### src/rtl/bit_serial_subtractor_pkg.sv
// -----------------------------------------------------------------------------
// bit_serial_subtractor_pkg
// Shared ALU package: default operand width, adder/subtractor constants,
// the serial-subtractor FSM state encoding and a small overflow helper.
// -----------------------------------------------------------------------------
package bit_serial_subtractor_pkg;

    // Default operand/result width for the serial ALU blocks
    localparam int DEFAULT_WIDTH = 9;

    // Adder constants: neutral carry/borrow inputs
    localparam logic CARRY_IN_NONE  = 1'b0;
    localparam logic BORROW_IN_NONE = 1'b0;

    // Serial subtractor control states
    typedef enum logic [1:0] {
        IDLE = 2'b00,
        RUN  = 2'b01,
        DONE = 2'b10
    } state_t;

    // Two's-complement overflow of x - y: operand signs differ and the
    // result sign disagrees with the minuend sign.
    function automatic logic sub_ovf(input logic x_msb, input logic y_msb,
                                     input logic z_msb);
        return (x_msb ^ y_msb) & (z_msb ^ x_msb);
    endfunction

endpackage

### src/rtl/bit_serial_subtractor_fsc.sv
// -----------------------------------------------------------------------------
// fsc -- one-bit full subtractor cell computing x - y - bin.
// Ports:
//   x, y  : operand bits
//   bin   : borrow-in
//   d     : difference bit
//   bout  : borrow-out
// -----------------------------------------------------------------------------
module fsc (
    input  logic x,
    input  logic y,
    input  logic bin,
    output logic d,
    output logic bout
);

    assign d    = x ^ y ^ bin;
    // Borrow when the minuend bit is 0 and the subtrahend bit is 1, or the
    // two bits are equal and a borrow is propagating in.
    assign bout = (~x & y) | (~(x ^ y) & bin);

endmodule

### src/rtl/bit_serial_subtractor.sv
// -----------------------------------------------------------------------------
// bit_serial_subtractor -- computes x - y - bin one bit per clock, LSB first.
// A start in IDLE or DONE captures the operands; RUN lasts WIDTH cycles and
// the result flags are loaded on the edge that completes the top bit, so done
// is high exactly WIDTH+1 cycles after the start edge.
// Ports:
//   clk   : clock, rising edge
//   rst   : synchronous active-high reset (wins over start)
//   start : begin a subtraction (ignored while busy)
//   x, y  : minuend / subtrahend, sampled with start
//   bin   : borrow-in, sampled with start
//   busy  : high while the subtraction is running
//   done  : one-cycle result-valid pulse
//   z     : difference modulo 2^WIDTH, held until the next result
//   bout  : borrow-out (x < y + bin, unsigned)
//   ovf   : two's-complement overflow
//   zero  : z == 0
// -----------------------------------------------------------------------------
module bit_serial_subtractor
    import bit_serial_subtractor_pkg::*;
#(
    parameter int WIDTH = DEFAULT_WIDTH
) (
    input  logic             clk,
    input  logic             rst,
    input  logic             start,
    input  logic [WIDTH-1:0] x,
    input  logic [WIDTH-1:0] y,
    input  logic             bin,
    output logic             busy,
    output logic             done,
    output logic [WIDTH-1:0] z,
    output logic             bout,
    output logic             ovf,
    output logic             zero
);

    localparam int             CW       = $clog2(WIDTH + 1);
    localparam logic [CW-1:0]  LAST_BIT = CW'(WIDTH - 1);

    state_t             state_r;
    state_t             next_state_s;
    logic [WIDTH-1:0]   a_r;          // minuend, shifted right each RUN cycle
    logic [WIDTH-1:0]   b_r;          // subtrahend, shifted right each RUN cycle
    logic               borrow_r;
    logic [CW-1:0]      cnt_r;
    // Upper WIDTH-1 bits of the partially assembled difference; the bit that
    // falls off the bottom is never needed because the final shift completes
    // the word exactly.
    logic [WIDTH-2:0]   res_r;
    logic               x_msb_r;
    logic               y_msb_r;
    logic               d_s;
    logic               bout_s;
    logic               last_bit_s;
    logic [WIDTH-1:0]   z_next_s;

    fsc u_fsc (
        .x    (a_r[0]),
        .y    (b_r[0]),
        .bin  (borrow_r),
        .d    (d_s),
        .bout (bout_s)
    );

    assign last_bit_s = (cnt_r == LAST_BIT);
    assign z_next_s   = {d_s, res_r};

    // Status outputs are plain decodes of the state register
    assign busy = (state_r == RUN);
    assign done = (state_r == DONE);

    // State register
    always_ff @(posedge clk) begin
        if (rst) begin
            state_r <= IDLE;
        end else begin
            state_r <= next_state_s;
        end
    end

    // Next-state logic
    always_comb begin
        next_state_s = state_r;
        case (state_r)
            IDLE: begin
                if (start) next_state_s = RUN;
                else       next_state_s = IDLE;
            end
            RUN: begin
                if (last_bit_s) next_state_s = DONE;
                else            next_state_s = RUN;
            end
            DONE: begin
                if (start) next_state_s = RUN;
                else       next_state_s = IDLE;
            end
            default: next_state_s = IDLE;
        endcase
    end

    // Operand capture, serial datapath and result registers
    always_ff @(posedge clk) begin
        if (rst) begin
            a_r      <= {WIDTH{1'b0}};
            b_r      <= {WIDTH{1'b0}};
            borrow_r <= BORROW_IN_NONE;
            cnt_r    <= {CW{1'b0}};
            res_r    <= {(WIDTH-1){1'b0}};
            x_msb_r  <= 1'b0;
            y_msb_r  <= 1'b0;
            z        <= {WIDTH{1'b0}};
            bout     <= 1'b0;
            ovf      <= 1'b0;
            zero     <= 1'b0;
        end else begin
            case (state_r)
                IDLE, DONE: begin
                    if (start) begin
                        a_r      <= x;
                        b_r      <= y;
                        borrow_r <= bin;
                        cnt_r    <= {CW{1'b0}};
                        x_msb_r  <= x[WIDTH-1];
                        y_msb_r  <= y[WIDTH-1];
                    end
                end
                RUN: begin
                    a_r      <= {1'b0, a_r[WIDTH-1:1]};
                    b_r      <= {1'b0, b_r[WIDTH-1:1]};
                    borrow_r <= bout_s;
                    cnt_r    <= cnt_r + CW'(1);
                    res_r    <= z_next_s[WIDTH-1:1];
                    if (last_bit_s) begin
                        z    <= z_next_s;
                        bout <= bout_s;
                        ovf  <= sub_ovf(x_msb_r, y_msb_r, d_s);
                        zero <= (z_next_s == {WIDTH{1'b0}});
                    end
                end
                default: begin
                    cnt_r <= {CW{1'b0}};
                end
            endcase
        end
    end

endmodule

### config.mk
export PLATFORM = sky130hd
export DESIGN_NAME = bit_serial_subtractor
export DESIGN_NICKNAME = d
export VERILOG_FILES = /design/src/rtl/bit_serial_subtractor_pkg.sv /design/src/rtl/bit_serial_subtractor_fsc.sv /design/src/rtl/bit_serial_subtractor.sv
export SDC_FILE = /design/constraint.sdc
export NUM_CORES = 1
export LEC_CHECK = 0
export ABC_AREA = 1
export CELL_PAD_IN_SITES_DETAIL_PLACEMENT = 0
export CELL_PAD_IN_SITES_GLOBAL_PLACEMENT = 2
export CORE_UTILIZATION = 29
export CTS_CLUSTER_SIZE = 12
export DETAILED_ROUTE_END_ITERATION = 10
export HOLD_SLACK_MARGIN = 0.1
export PLACE_DENSITY = 0.76
export SKIP_CTS_REPAIR_TIMING = 1
export SLEW_MARGIN = 25
export SYNTH_ARGS = -nofsm -noshare
export SYNTH_HDL_FRONTEND = slang
export SYNTH_SLANG_ARGS = --single-unit
### constraint.sdc
create_clock -name clk -period 1.7 [get_ports clk]
set_clock_uncertainty 0.15 [all_clocks]
set_input_delay 0.255 -clock clk [delete_from_list [all_inputs] [get_ports clk]]
set_output_delay 0.255 -clock clk [all_outputs]
set_load 0.005 [all_outputs]
==> metrics.md, run 1 <==
| Metric | Value |
|---|---|
| Result of the run | completed |
| Crit path arrival time | between 1500 and 2000 ps |
| Worst path max stage delay | just under 600 ps |
| TritonCTS Buffers | 5 |
| Mapped cell area | between 0.002 and 0.0025 mm^2 |
| Synth cell types | 23 |
| Finished Core Util | 0.388 |
| Die footprint | roughly 0.0073 mm^2 |
| Worst-margin pin slew | between 300 and 400 ps |
| Die height | between 80 and 90 um |
| # rows | 30 |
| Final #Nets | 335 |
| Fin crit share | 0.920 |
| Share of cells above drive strength 1 | 0.116 |
| Met2 Track Usage GR | 0.243 |
| Die Span X | between 80 and 90 um |
| Final hold vios | 0 |
| Critical path type | register to register |
| Pwr Density | ~940 mW/mm^2 |
| Area leader, netlist | dfxtp_1 |
| Max-slew violation count | 0 |
| Setup crit end kind | register |
| Max VDD drop | slightly below 0.0004 V |
| Routed vias | 1,780 |
| Latest clock arrival within the worst-skew pair | roughly 300 ps |
| GRT Max-Usage Layer | met2 |
| Syn Nets | 295 |
| Largest net degree at the start of global routing | 35 |
| ANT nets after route | 0 |
| First drt pass iteration count | 4 |
| Required time of the critical path | ~1800 ps |
| Detailed-route wire length per cell | ~12 um |
| M3 GR Usage | 0.0337 |
| Vias/cell | around 4.6 |
| Seq cells post-synth | between 40 and 50 |
| Area Growth Syn to Fin | 29.5% |
| IO Pins | 36 |
| Mapped Cells | 270 |
| Core ar. | just under 0.007 mm^2 |
| Final worst slack | 136 ps |
| Share of the synthesized area in the top cell type | 0.465 |
| First-pass GRT wire length | 8.16 mm |
| CP Cell Sequence | inv_1, fa_1, inv_1, nand3_1, nand2_1, nor2_1, nor2_1 |
| Final instance area | 0.00262 mm^2 |
| Routability cong. | just under 0.7 |
| Worst Path Max Fanout | 3 |
| Initial Util | 0.299 |
| R2R setup slack | 140 ps |
| Setup-failing EPs final | 0 |
| CTS sink count | 47 |
| Post-DP Area | between 0.002 and 0.0025 mm^2 |
| TritonCTS clock tree | built |
| Seq/Total Area, Yosys | 0.465 |
| HP Class | register to register |
| GR Layer Usage met1 | 0.181 |
| Number of global-route vias before repair | around 1,700 |
| Final WL | roughly 4.7 mm |
| Syn. warnings | 0 |
| Pre-CTS setup slack | about 47 ps |
| Commonest non-fill, non-tap cell in the layout | dfxtp_1 |
| RSZ-0062 raised after global routing | false |
| Pleak | 1.07 nW |
| HPWL after DPL | ~3.3 mm |
| Diode count | 0 |
| Dominant cells by area after synthesis | dfxtp_1 (47%), nor2_1 (8.3%), nand2_1 (7.2%), o21ai_0 (6.2%), nor3_1 (5.4%) |
| Clock Path Buffers | 2 |
| Total grt overflow | 0 |
| Initial antenna violation count | 0 |
| DR DRC count | 0 |
| CP startpoint kind | register |
| Port bufs | 35 |
| CTS H-tree depth | 2 |
| Worst-path clk slew | approximately 90 ps |
| CTS Root Cell | clkbuf_8 |
| Commonest non-fill, non-tap cells in the layout | dfxtp_1 (46), nor2_1 (45), nand2_1 (39), clkdlybuf4s50_1 (33), o21ai_0 (25) |
| Slowest cell on crit path | fa_1 |
| Starting DRT DRC Count | 85 |
| GRT Total Usage | 0.144 |
| Relative slew slack | 0.794 |
| # Max-Cap Violations | 0 |
| Fmax | 0.640 GHz |
| Avg Cell Area, Syn | 7.49 um^2 |
| Tmin final | about 1600 ps |
synth_stat cells (all sizes together):
library cell and number:
or2 8, buf 11, nand4 1, a21oi 17
clkbuf 2, dfxtp 47, nor3 22, nand3 17
inv 26, nor2 46, a211oi 1, ha 2
o21ai 26, fa 1, nand2 43
power by group:
group | total [W] | leakage [nW] | internal (W) | switching [W]
clock network | 0.000853 | 0.0612 | 0.000476 | 0.000377
registers | 0.00122 | 0.386 | 0.00118 | 0.0000429
logic | 0.000385 | 0.622 | 0.000174 | 0.000211
critical path, delay by kind of cell, from the launching register on:
family / cells / cell delay, ps
flops: 1 / 310
buf+inv: 2 / 150
simple gates: 4 / 260
fa+ha+maj: 1 / 580
cells by family (layout without fill, tap and decap cells):
| kind of cell | after synthesis | in the layout | synth area share |
|---|---|---|---|
| adder cells (fa/ha/maj) | 3 | 3 | 0.0223 |
| buffers and inverters | 39 | 80 | 0.0928 |
| AO/OA/AOI/OAI | 44 | 44 | 0.113 |
| AND/OR/NAND/NOR | 137 | 137 | 0.307 |
| flip-flops | 47 | 47 | 0.465 |
cell type report:
type | instances | area [um^2]
inverter | 26 | 100
multi-input combinational | 184 | 895
clock inverter | 2 | 35.0
clock buffer | 6 | 82.6
timing repair buffer | 46 | 463
sequential | 47 | 945
fill | 727 | 4140
tap | 80 | 100
registers in the layout (all words and copies together), names as in the netlist, 2 cells and up:
name / count
res_r: 8
state_r: 2
z: 9
a_r: 9
cnt_r: 4
b_r: 9
worst paths after layout:
check,from,to,depth (start not counted)
min reg2reg,b_r[8],b_r[8],2
max,borrow_r,ovf,7
min,b_r[8],b_r[8],2
max reg2reg,borrow_r,ovf,7
routing by layer:
| metal | vias to the layer above | share of wire |
|---|---|---|
| li1 | 944 | - |
| met1 | 797 | 0.49 |
| met2 | 35 | 0.46 |
| met3 | 4 | 0.037 |
| met4 | 0 | 0.012 |
| met5 | - | 0 |
per-stage QoR:
step | cells | hold WS (ps) | TNS [ps] | power (W)
5_1_grt | 391 | 334 | 0 | 0.00260
3_3_place_gp | 383 | 301 | 0 | 0.00163
4_1_cts | 391 | 318 | -188 | 0.00250
6_report | 391 | 315 | 0 | 0.00246
3_5_place_dp | 383 | 303 | 0 | 0.00164
2_1_floorplan | 270 | 174 | 0 | 0.00150
(Power assumes the default switching activity.)
==> inputs of run 2 (changes only) <==
--- a/config.mk
+++ b/config.mk
@@ -9,6 +9,7 @@
 export CELL_PAD_IN_SITES_DETAIL_PLACEMENT = 0
 export CELL_PAD_IN_SITES_GLOBAL_PLACEMENT = 2
 export CORE_UTILIZATION = 29
+export CTS_CLUSTER_DIAMETER = 120
 export CTS_CLUSTER_SIZE = 12
 export DETAILED_ROUTE_END_ITERATION = 10
 export HOLD_SLACK_MARGIN = 0.1
==> results of run 2 <==
The final DEF is identical to that of run 1; final timing and power are the same.
